$ cat src/rtl/synapse316_uart_pkg.sv
// Shared constants, state encodings and the parity helper for the synapse316 UART.
package synapse316_uart_pkg;

  localparam int ST_RX_EMPTY     = 0;
  localparam int ST_RX_FULL      = 1;
  localparam int ST_RX_BUSY      = 2;
  localparam int ST_TX_EMPTY     = 3;
  localparam int ST_TX_FULL      = 4;
  localparam int ST_TX_BUSY      = 5;
  localparam int ST_RX_OVERRUN   = 6;
  localparam int ST_TX_OVERFLOW  = 7;
  localparam int ST_RX_COUNT_LSB = 8;

  localparam int PARITY_NONE = 0;
  localparam int PARITY_EVEN = 1;
  localparam int PARITY_ODD  = 2;

  typedef enum logic [2:0] {TX_IDLE, TX_START, TX_DATA, TX_PARITY, TX_STOP} tx_state_t;
  typedef enum logic [2:0] {RX_IDLE, RX_START, RX_DATA, RX_PARITY, RX_STOP} rx_state_t;

  // Data is zero-extended to 9 bits, which leaves the XOR unchanged.
  function automatic logic parity_bit(input logic [8:0] data, input int mode);
    return (mode == PARITY_ODD) ? ~(^data) : ^data;
  endfunction

endpackage

$ cat src/rtl/synapse316_sync_fifo.sv
// Single-clock show-ahead FIFO; a pop frees the slot for a push in the same cycle.
module synapse316_sync_fifo #(
  parameter int WIDTH      = 8,
  parameter int DEPTH_LOG2 = 4
) (
  input  logic                  clk,
  input  logic                  rst,
  input  logic                  push,
  input  logic [WIDTH-1:0]      wdata,
  input  logic                  pop,
  output logic [WIDTH-1:0]      rdata,
  output logic [DEPTH_LOG2:0]   count,
  output logic                  full,
  output logic                  empty
);

  logic [WIDTH-1:0]      mem [1 << DEPTH_LOG2];
  logic [DEPTH_LOG2-1:0] wr_ptr;
  logic [DEPTH_LOG2-1:0] rd_ptr;
  logic                  do_push;
  logic                  do_pop;

  assign empty   = (count == '0);
  assign full    = count[DEPTH_LOG2];
  assign do_pop  = pop && !empty;
  assign do_push = push && (!full || do_pop);
  assign rdata   = empty ? '0 : mem[rd_ptr];

  // NOTE: sequential state uses non-blocking assignments so every flop samples pre-edge values.
  always_ff @(posedge clk) begin
    if (rst) begin
      wr_ptr <= '0;
      rd_ptr <= '0;
      count  <= '0;
    end else begin
      if (do_push) wr_ptr <= wr_ptr + DEPTH_LOG2'(1);
      if (do_pop)  rd_ptr <= rd_ptr + DEPTH_LOG2'(1);
      case ({do_push, do_pop})
        2'b10:   count <= count + (DEPTH_LOG2+1)'(1);
        2'b01:   count <= count - (DEPTH_LOG2+1)'(1);
        default: ;
      endcase
    end
  end

  // NOTE: storage has no reset; empty slots are never visible because rdata is masked by empty.
  always_ff @(posedge clk) begin
    if (do_push) mem[wr_ptr] <= wdata;
  end

endmodule

$ cat src/rtl/synapse316_uart_v3.sv
// Single-clock full-duplex UART: quarter-bit tick generator, TX/RX FSMs, two FIFOs, status word.
module synapse316_uart_v3
  import synapse316_uart_pkg::*;
#(
  parameter int          DATA_BITS        = 8,
  parameter int          FIFO_DEPTH_LOG2  = 4,
  parameter int          PARITY_MODE      = 0,
  parameter logic [15:0] DEFAULT_DIVISOR  = 16'd54,
  parameter logic        LINE_IDLE_LEVEL  = 1'b1,
  parameter logic        LINE_DATA_INVERT = 1'b0
) (
  input  logic        sysclk,
  input  logic        sysreset,
  input  logic        async_rx_line,
  output logic        async_tx_line,
  input  logic [15:0] data_in,
  input  logic        atx_reg_load,
  input  logic        divisor_load,
  input  logic        status_clear,
  output logic [15:0] arx_reg_out,
  input  logic        arx_reg_read,
  output logic [15:0] status_out,
  output logic        arx_fifo_empty,
  output logic        arx_fifo_full,
  output logic        arx_busy
);

  logic [15:0] divisor, tick_cnt, div_eff;
  logic        tick;

  assign div_eff = (divisor == '0) ? 16'd1 : divisor;
  assign tick    = (tick_cnt == div_eff - 16'd1);

  logic                       tx_pop, tx_full, tx_empty, tx_avail;
  logic [DATA_BITS-1:0]       tx_head;
  logic [FIFO_DEPTH_LOG2:0]   tx_count;
  logic                       rx_push, rx_full, rx_empty;
  logic [15:0]                rx_word;
  logic [FIFO_DEPTH_LOG2:0]   rx_count;
  logic                       rx_ovr, tx_ovf;

  synapse316_sync_fifo #(.WIDTH(DATA_BITS), .DEPTH_LOG2(FIFO_DEPTH_LOG2)) u_tx_fifo (
    .clk(sysclk), .rst(sysreset), .push(atx_reg_load), .wdata(data_in[DATA_BITS-1:0]),
    .pop(tx_pop), .rdata(tx_head), .count(tx_count), .full(tx_full), .empty(tx_empty)
  );

  synapse316_sync_fifo #(.WIDTH(16), .DEPTH_LOG2(FIFO_DEPTH_LOG2)) u_rx_fifo (
    .clk(sysclk), .rst(sysreset), .push(rx_push), .wdata(rx_word),
    .pop(arx_reg_read), .rdata(arx_reg_out), .count(rx_count), .full(rx_full), .empty(rx_empty)
  );

  assign tx_avail = (tx_count != '0);

  // ---------------- transmitter ----------------
  tx_state_t            tx_state, tx_state_n;
  logic [1:0]           tx_qcnt, tx_qcnt_n;
  logic [3:0]           tx_bit, tx_bit_n;
  logic [DATA_BITS-1:0] tx_shift, tx_shift_n;
  logic                 tx_par, tx_par_n, tx_line_n;

  // NOTE: every always_comb output gets a default first, so no path can infer a latch.
  always_comb begin
    tx_state_n = tx_state;
    tx_qcnt_n  = tx_qcnt;
    tx_bit_n   = tx_bit;
    tx_shift_n = tx_shift;
    tx_par_n   = tx_par;
    tx_line_n  = async_tx_line;
    tx_pop     = 1'b0;
    if (tick) begin
      tx_qcnt_n = tx_qcnt + 2'd1;
      unique case (tx_state)
        TX_IDLE: begin
          tx_qcnt_n = '0;
          if (tx_avail) begin
            tx_pop     = 1'b1;
            tx_shift_n = tx_head;
            tx_par_n   = parity_bit(9'(tx_head), PARITY_MODE);
            tx_bit_n   = '0;
            tx_state_n = TX_START;
            tx_line_n  = ~LINE_IDLE_LEVEL;
          end
        end
        TX_START: if (tx_qcnt == 2'd3) begin
          tx_state_n = TX_DATA;
          tx_line_n  = tx_shift[0] ^ LINE_DATA_INVERT;
        end
        TX_DATA: if (tx_qcnt == 2'd3) begin
          if (tx_bit == 4'(DATA_BITS-1)) begin
            if (PARITY_MODE != PARITY_NONE) begin
              tx_state_n = TX_PARITY;
              tx_line_n  = tx_par ^ LINE_DATA_INVERT;
            end else begin
              tx_state_n = TX_STOP;
              tx_line_n  = LINE_IDLE_LEVEL;
            end
          end else begin
            tx_bit_n   = tx_bit + 4'd1;
            tx_shift_n = tx_shift >> 1;
            tx_line_n  = tx_shift[1] ^ LINE_DATA_INVERT;
          end
        end
        TX_PARITY: if (tx_qcnt == 2'd3) begin
          tx_state_n = TX_STOP;
          tx_line_n  = LINE_IDLE_LEVEL;
        end
        TX_STOP: if (tx_qcnt == 2'd3) tx_state_n = TX_IDLE;
        default: tx_state_n = TX_IDLE;
      endcase
    end
  end

  // ---------------- receiver ----------------
  rx_state_t            rx_state, rx_state_n;
  logic [1:0]           rx_qcnt, rx_qcnt_n;
  logic [3:0]           rx_bit, rx_bit_n;
  logic [DATA_BITS-1:0] rx_shift, rx_shift_n;
  logic                 rx_par, rx_par_n, rx_meta, rx_sync, rx_val;

  assign rx_val = rx_sync ^ LINE_DATA_INVERT;

  always_comb begin
    rx_state_n = rx_state;
    rx_qcnt_n  = rx_qcnt;
    rx_bit_n   = rx_bit;
    rx_shift_n = rx_shift;
    rx_par_n   = rx_par;
    rx_push    = 1'b0;
    rx_word    = '0;
    rx_word[DATA_BITS-1:0] = rx_shift;
    rx_word[15] = (PARITY_MODE != PARITY_NONE) && (rx_par != parity_bit(9'(rx_shift), PARITY_MODE));
    rx_word[14] = (rx_sync != LINE_IDLE_LEVEL);
    if (tick) begin
      rx_qcnt_n = rx_qcnt + 2'd1;
      unique case (rx_state)
        RX_IDLE: begin
          rx_qcnt_n = '0;
          if (rx_sync != LINE_IDLE_LEVEL) rx_state_n = RX_START;
        end
        // Mid-start re-check: a line already back at idle was only a glitch.
        RX_START: if (rx_qcnt == 2'd1) begin
          rx_qcnt_n  = '0;
          rx_bit_n   = '0;
          rx_state_n = (rx_sync == LINE_IDLE_LEVEL) ? RX_IDLE : RX_DATA;
        end
        RX_DATA: if (rx_qcnt == 2'd3) begin
          rx_shift_n = {rx_val, rx_shift[DATA_BITS-1:1]};
          if (rx_bit == 4'(DATA_BITS-1))
            rx_state_n = (PARITY_MODE != PARITY_NONE) ? RX_PARITY : RX_STOP;
          else
            rx_bit_n = rx_bit + 4'd1;
        end
        RX_PARITY: if (rx_qcnt == 2'd3) begin
          rx_par_n   = rx_val;
          rx_state_n = RX_STOP;
        end
        RX_STOP: if (rx_qcnt == 2'd3) begin
          rx_push    = 1'b1;
          rx_state_n = RX_IDLE;
        end
        default: rx_state_n = RX_IDLE;
      endcase
    end
  end

  always_ff @(posedge sysclk) begin
    if (sysreset) begin
      divisor       <= DEFAULT_DIVISOR;
      tick_cnt      <= '0;
      tx_state      <= TX_IDLE;
      tx_qcnt       <= '0;
      tx_bit        <= '0;
      tx_shift      <= '0;
      tx_par        <= 1'b0;
      async_tx_line <= LINE_IDLE_LEVEL;
      rx_meta       <= LINE_IDLE_LEVEL;
      rx_sync       <= LINE_IDLE_LEVEL;
      rx_state      <= RX_IDLE;
      rx_qcnt       <= '0;
      rx_bit        <= '0;
      rx_shift      <= '0;
      rx_par        <= 1'b0;
      rx_ovr        <= 1'b0;
      tx_ovf        <= 1'b0;
    end else begin
      if (divisor_load) begin
        divisor  <= data_in;
        tick_cnt <= '0;
      end else begin
        tick_cnt <= tick ? 16'd0 : tick_cnt + 16'd1;
      end
      tx_state      <= tx_state_n;
      tx_qcnt       <= tx_qcnt_n;
      tx_bit        <= tx_bit_n;
      tx_shift      <= tx_shift_n;
      tx_par        <= tx_par_n;
      async_tx_line <= tx_line_n;
      rx_meta       <= async_rx_line;
      rx_sync       <= rx_meta;
      rx_state      <= rx_state_n;
      rx_qcnt       <= rx_qcnt_n;
      rx_bit        <= rx_bit_n;
      rx_shift      <= rx_shift_n;
      rx_par        <= rx_par_n;
      // A new drop event wins over a same-cycle clear.
      rx_ovr <= (rx_push && rx_full && !arx_reg_read) || (rx_ovr && !status_clear);
      tx_ovf <= (atx_reg_load && tx_full && !tx_pop) || (tx_ovf && !status_clear);
    end
  end

  always_comb begin
    status_out                       = '0;
    status_out[ST_RX_EMPTY]          = rx_empty;
    status_out[ST_RX_FULL]           = rx_full;
    status_out[ST_RX_BUSY]           = (rx_state != RX_IDLE);
    status_out[ST_TX_EMPTY]          = tx_empty;
    status_out[ST_TX_FULL]           = tx_full;
    status_out[ST_TX_BUSY]           = (tx_state != TX_IDLE);
    status_out[ST_RX_OVERRUN]        = rx_ovr;
    status_out[ST_TX_OVERFLOW]       = tx_ovf;
    status_out[ST_RX_COUNT_LSB +: 8] = 8'(rx_count);
  end

  assign arx_fifo_empty = status_out[ST_RX_EMPTY];
  assign arx_fifo_full  = status_out[ST_RX_FULL];
  assign arx_busy       = status_out[ST_RX_BUSY];

endmodule

$ cat config.mk
export PLATFORM = sky130hd
export DESIGN_NAME = synapse316_uart_v3
export DESIGN_NICKNAME = d
export VERILOG_FILES = /design/src/rtl/synapse316_uart_pkg.sv /design/src/rtl/synapse316_sync_fifo.sv /design/src/rtl/synapse316_uart_v3.sv
export SDC_FILE = /design/constraint.sdc
export NUM_CORES = 1
export LEC_CHECK = 0
export CAP_MARGIN = 5
export CORE_ASPECT_RATIO = 1.1
export CORE_UTILIZATION = 36
export CTS_CLUSTER_SIZE = 24
export DETAILED_ROUTE_END_ITERATION = 10
export SLEW_MARGIN = 20
export SYNTH_ARGS = -nofsm -noshare
export SYNTH_HDL_FRONTEND = slang
export SYNTH_SLANG_ARGS = --single-unit
$ cat constraint.sdc
create_clock -name sysclk -period 6.6 [get_ports sysclk]
set_clock_uncertainty 0.2 [all_clocks]
set_input_delay 1.32 -clock sysclk [delete_from_list [all_inputs] [get_ports sysclk]]
set_output_delay 1.32 -clock sysclk [all_outputs]
set_load 0.005 [all_outputs]
==> impl_metrics.yaml, run 1 <==
sta:
  setup_tns_ns: 0
  relSlewSlack: 0.2995
  period_needed_ns: 5.796
  rsz0062_at_grt: "false"
  setup_viol: 0
  drv_slew: 0
  tightest_slew_ns: 1.047
  period_share: 0.8781
  fmax_ghz: 0.1725
  finalHoldViolCount: 0
floorplan:
  die-height_microns: 223.9
  row_count: 80
  num_io_pins: 59
  core_sq_um: 43740
  die_area_sq_um: 45620
  initial_utilization: 0.3685
  dieWidth_microns: 203.7
critical_path:
  cp.buffers_inverters: 2
  max_stage_delay_ns: 0.54
  path_cells: "nor4_2 > nand4_1 > o31ai_1 > inv_1 > ha_1 > xnor2_1 > a21o_1 > o21ai_0 > nand3_1 > or4_4 > nor2_4 > and4_1 > inv_1 > ha_1 > fa_1 > a21o_1 > a21oi_1 > xor2_1 > or3_1 > a21oi_1"
  cp.required_ns: 6.87
  critPathCaptureType: "flip-flop"
  crit_type: "flip-flop to flip-flop"
  path_delay_family: "simple AND/OR/NAND/NOR gates"
  start_kind: "flip-flop"
  cp_slowest_cell: "and4_1"
  arrival_ns: 6.06
  path_max_fanout: 17
routing:
  drt_wl_total_mm: 32.51
  num_vias: 8736
  wl_per_cell_microns: 18.80
  viasPerCell: 5.053
  ant_nets: 0
  drt-initial-drc-count: 520
  first_pass_iters: 4
  drcViolationCount: 0
clock_tree:
  clk_latency_ns: 0.56
  cts_buffers: 40
  cts_setup_buffers: 0
  cts.clk_slew.worst_paths_ns: 0.06
  tritoncts_num_sinks: 377
  htree_levels: 2
  root_buffer: "clkbuf_16"
  ctsHoldBuffers: 0
  cts_tree: "built"
  cts.path.max_buffers: 3
  cts_resized: 0
logic_synthesis:
  synth_ff_type: "edfxtp_1"
  syn_avg_cell_area_sq_um: 14.77
  ys_async_sr_fraction: 0
  syn-cell-area_sq_um: 16120
  ys_ff_latch: 377
  syn-instance-count: 1091
  ys_types: 70
  synth-edff-count: 272
  yosysSeqAreaShare: 0.6372
  yosys_warnings: 0
layout:
  multiInputGateArea_sq_um: 5406
  area_delta_synth_final_pct: 13.72
  final_cell_count_no_fill: 1729
  drive_gt1_frac: 0.1628
  antenna_cells: 0
  fillCellCount: 3913
  fin_nets: 1173
  regArea_sq_um: 10270
outcome:
  outcome: "complete, no violations"
global_route:
  grt_start_max_net_pins: 47
  grt_overflow: 0
  grt_pass1_vias: 8924
  antenna_found_initial: 0
  grt_use_total: 0.1459
  grt_pass1_wl_mm: 50.83
power:
  ir_drop_mv: 0.2013
  p_int_w: 0.003819
  p_total_w: 0.004855
  power.density_nw_per_um2: 264.9
  power_leakage_nw: 6.052
  pwr-share-seq: 0.527
  p_comb_frac: 0.030
  clockPowerShare: 0.443
  p_switching_w: 0.001035
  switching_share: 0.2133
job:
  max_cap_violations: 0
place:
  place.gp.congestion: 0.8277
  dp_cells: 1655
  hpwl_mm: 21.28
  port_buffers: 48
hold_path:
  hold_path.class: "flip-flop to flip-flop"
## path summary, 6_finish.rpt
| check | startpoint | endpoint | slack [ns] | cells past startpoint |
|---|---|---|---|---|
| worst max-delay path | divisor[3] | u_rx_fifo.count[4] | 0.80 | 20 |
| worst min-delay path | rx_meta | rx_sync | 0.21 | 1 |
| worst max register to register | divisor[3] | u_rx_fifo.count[4] | 0.80 | 20 |
| worst min register to register | rx_meta | rx_sync | 0.21 | 1 |
## layout by cell type, fill, tap and decap left out, drive strengths merged, types with 14 or more instances in the layout
cell type	Yosys	routed
edfxtp	272	272
dfxtp	105	105
nor2	105	105
mux4	85	85
nand2	65	65
clkbuf	39	53
clkdlybuf4s50	0	47
a21oi	39	39
mux2i	35	35
nand3	34	34
inv	27	29
ha	26	26
xnor2	24	24
xor2	24	24
nor2b	21	21
clkinv	0	14
## state kept, by name, indices dropped and copies added (netlist names), 5 cells and up, named ones only
| name | count |
|---|---|
| u_tx_fifo.mem | 128 |
| u_rx_fifo.mem | 144 |
| rx_shift | 8 |
| u_tx_fifo.count | 5 |
| tx_shift | 8 |
| u_rx_fifo.count | 5 |
| divisor | 16 |
| tick_cnt | 16 |
## power groups by stage
stage | clock network [W] | registers (W) | logic (W)
detailed placement | 0 | 0.00261 | 0.000148
global route | 0.00229 | 0.00256 | 0.000162
global placement | 0 | 0.00261 | 0.000146
floorplan | 0 | 0.00260 | 0.0000994
finish | 0.00215 | 0.00256 | 0.000146
CTS | 0.00220 | 0.00256 | 0.000149
## metrics by stage
stage / hold slack [ns] / instance area (sq um) / util / setup slack [ns]
after floorplan: 0.1895 / 16150 / - / 1.493
final: 0.2136 / 18330 / 0.4190 / 0.8045
after global placement: 0.2071 / 17060 / 0.3899 / 0.9437
after global routing: 0.2335 / 18330 / 0.4190 / 0.2473
after CTS: 0.2204 / 18330 / 0.4190 / 0.7704
after detailed placement: 0.2050 / 17060 / 0.3899 / 0.8111
## worst register-to-register path, stage by stage, from the launching register on
cell,delay (ns)
dfxtp_1,0.43
nor4_2,0.41
nand4_1,0.18
o31ai_1,0.35
inv_1,0.08
ha_1,0.35
xnor2_1,0.18
a21o_1,0.19
o21ai_0,0.20
nand3_1,0.10
or4_4,0.47
nor2_4,0.33
and4_1,0.55
inv_1,0.10
ha_1,0.28
fa_1,0.43
a21o_1,0.17
a21oi_1,0.17
xor2_1,0.09
or3_1,0.31
a21oi_1,0.15
## layout make-up
cell class                      instances  share of cell area
Clock buffer                           53             0.05953
Clock inverter                         21            0.009898
Inverter                               27            0.005529
Multi-Input combinational cell        618              0.2950
Sequential cell                       377              0.5605
Tap cell                              574             0.03918
Timing Repair Buffer                   59             0.03045
## cells by family (layout without fill, tap and decap cells)
logic type / after synthesis / in the layout / synth area share
flip-flops: 377 / 377 / 0.6372
multiplexers: 127 / 127 / 0.1456
AO/OA/AOI/OAI: 84 / 84 / 0.03291
XOR/XNOR: 49 / 49 / 0.02748
adder cells (fa/ha/maj): 27 / 27 / 0.02143
other: 1 / 10 / 0.0002327
AND/OR/NAND/NOR: 321 / 321 / 0.1053
buffers and inverters: 105 / 160 / 0.02989
## Yosys cell counts, types with 18 or more instances
cell        n  area share
dfxtp_1   105        0.13
a21oi_1    39       0.012
clkbuf_1   39      0.0091
edfxtp_1  272        0.51
inv_1      27      0.0063
mux4_2     85        0.12
nor2_1    102       0.024
nand3_1    34       0.011
nand2_1    65       0.015
nor2b_1    21      0.0082
buf_4      18      0.0084
mux2i_1    35       0.022
xor2_1     24       0.013
ha_1       26       0.020
xnor2_1    24       0.013
## layer usage
metal	vias to the layer above	GRT usage	part of all wire
li1	4160	-	-
met1	4392	0.1805	0.43
met2	129	0.2529	0.51
met3	55	0.02677	0.034
met4	0	0.05336	0.029
met5	-	0	0
No activity file was read; power rests on OpenSTA's default activity.
==> inputs of run 2 (changes only) <==
SETUP_SLACK_MARGIN = 0.02   (was default)
==> results of run 2 <==
Final layout, timing and power as in run 1 (identical DEF).
==> inputs of run 3 (changes only) <==
clock period = 6.5 ns   (was 6.6 ns; I/O delays follow)
==> run 3 against run 2 <==
Effect of this change:
- combinational power barely moved
- first-iteration DRC count fell by 6.9%
- count of clock-buffer cells in the layout rose by 1
- register-to-register slack got worse by 0.08 ns
- worst hold slack got worse by 0.0059 ns
- critical endpoint unchanged
- highest routed layer unchanged
==> impl_metrics.yaml, run 3 (same netlist as run 1, synthesis figures left out) <==
outcome:
  outcome: "complete, no violations"
critical_path:
  crit_type: "flip-flop to flip-flop"
  critPathCaptureType: "flip-flop"
  worstSetupStartpoint: "divisor[3]"
  path_max_fanout: 17
  cp.required_ns: 6.77
  r2r_cells: 21
  start_kind: "flip-flop"
  arrival_ns: 6.05
  rr_startpoint: "divisor[3]"
clock_tree:
  clk_latency_ns: 0.55
  htree_levels: 2
  cts_resized: 0
  cts_setup_buffers: 0
  cts.clk_slew.worst_paths_ns: 0.05
  cts_buffers: 40
  tritoncts_num_sinks: 377
  cts.path.max_buffers: 3
  root_buffer: "clkbuf_16"
  ctsHoldBuffers: 0
  cts_tree: "built"
place:
  place_ws_ns: 0.7849
  port_buffers: 48
  place.gp.congestion: 0.8276
  hpwl_mm: 21.31
routing:
  viasPerCell: 5.068
  drcViolationCount: 0
  drt_wl_total_mm: 32.20
  num_vias: 8757
  first_pass_iters: 5
  ant_nets: 0
  wl_per_cell_microns: 18.64
  drt-initial-drc-count: 484
floorplan:
  core_sq_um: 43740
  die-height_microns: 223.9
  row_count: 80
  initial_utilization: 0.3685
  dieWidth_microns: 203.7
  num_io_pins: 59
  die_area_sq_um: 45620
layout:
  fillCellCount: 3909
  mostFrequentLayoutCells: "272 x edfxtp_1, 103 x dfxtp_1, 102 x nor2_1, 85 x mux4_2, 65 x nand2_1"
  fin_nets: 1174
  regMostFlops: "u_rx_fifo.mem"
  layout_commonest_cell: "edfxtp_1"
  area_delta_synth_final_pct: 14.06
  antenna_cells: 0
  drive_gt1_frac: 0.1620
  largest_register_ffs: 144
  reg.largest.list: "u_rx_fifo.mem: 144 flops, u_tx_fifo.mem: 128 flops"
global_route:
  grt_pass1_vias: 8644
  grt_use_total: 0.1435
  grt_overflow: 0
  antenna_found_initial: 0
  grt_start_max_net_pins: 47
  grt_pass1_wl_mm: 49.94
sta:
  layout_setup_ws_ns: 0.7247
  relSlewSlack: 0.3181
  period_share: 0.8885
  setup_tns_ns: 0
  fmax_ghz: 0.1732
  tightest_slew_ns: 1.019
  setup_viol: 0
  finalHoldViolCount: 0
  drv_slew: 0
  period_needed_ns: 5.775
  rsz0062_at_grt: "false"
hold_path:
  min_from: "rx_meta"
  hold_path.class: "flip-flop to flip-flop"
  hold_path_depth: 1
power:
  ir_drop_mv: 0.2168
  power_leakage_nw: 6.089
  power.density_nw_per_um2: 272.7
job:
  max_cap_violations: 0
## run 3: changes by cell type in the layout (fill, tap and decap cells not counted)
cell        previous run  this run
clkbuf_1              10        11
bufinv_16              1         4
inv_6                  1         0
clkinv_1               5         4
clkinvlp_4             3         0
inv_8                  1         0
buf_4                 11        12
## run 3: power breakdown
part,internal [W],switching (W),leakage (nW)
clock network,0.00135,0.000916,0.641
registers,0.00258,0.0000196,3.34
logic,0.0000588,0.0000899,2.11
total,0.00399,0.00103,6.09
## run 3: layer usage
| metal | share of wire | GRT usage | up-vias |
|---|---|---|---|
| li1 | - | - | 4164 |
| met1 | 0.43 | 0.1836 | 4393 |
| met2 | 0.51 | 0.2479 | 157 |
| met3 | 0.037 | 0.02662 | 43 |
| met4 | 0.019 | 0.03929 | 0 |
| met5 | 0 | 0 | - |
## run 3: area by class of cell
type	count	area, sq um	area share
flip-flops and latches	377	10270	0.5588
multi-input cells	618	5406	0.2941
clock buffers	54	1095	0.05955
well taps	574	718.2	0.03907
repair buffers	60	565.5	0.03076
clock inverters	18	225.2	0.01225
inverters	27	101.3	0.005513
## run 3: final timing paths
path / slack, ns / end
max reg2reg: 0.72 / u_rx_fifo.count[4]
min reg2reg: 0.21 / rx_sync
min: 0.21 / rx_sync
max: 0.72 / u_rx_fifo.count[4]
## run 3: worst max-delay path, stage by stage, from the launching register on
cell	delay, ns
dfxtp_1	0.43
nor4_2	0.43
nand4_1	0.18
o31ai_1	0.36
inv_1	0.08
ha_1	0.35
xnor2_1	0.18
a21o_1	0.18
o21ai_0	0.21
nand3_1	0.11
or4_4	0.47
nor2_4	0.11
buf_4	0.20
and4_1	0.50
inv_1	0.10
ha_1	0.28
fa_1	0.43
a21o_1	0.17
a21oi_1	0.16
xor2_1	0.09
or3_1	0.31
a21oi_1	0.14
## run 3: through the flow
stage | std cells | total power (W) | cell area (sq um) | util | hold WS (ns)
after detailed placement | 1656 | 0.002802 | 17060 | 0.3901 | 0.1980
after global routing | 1728 | 0.005180 | 18380 | 0.4203 | 0.2345
after global placement | 1656 | 0.002798 | 17060 | 0.3901 | 0.2069
after floorplan | 1100 | 0.002743 | 16150 | - | 0.1895
after CTS | 1728 | 0.005079 | 18380 | 0.4203 | 0.2116
final | 1728 | 0.005014 | 18380 | 0.4203 | 0.2077
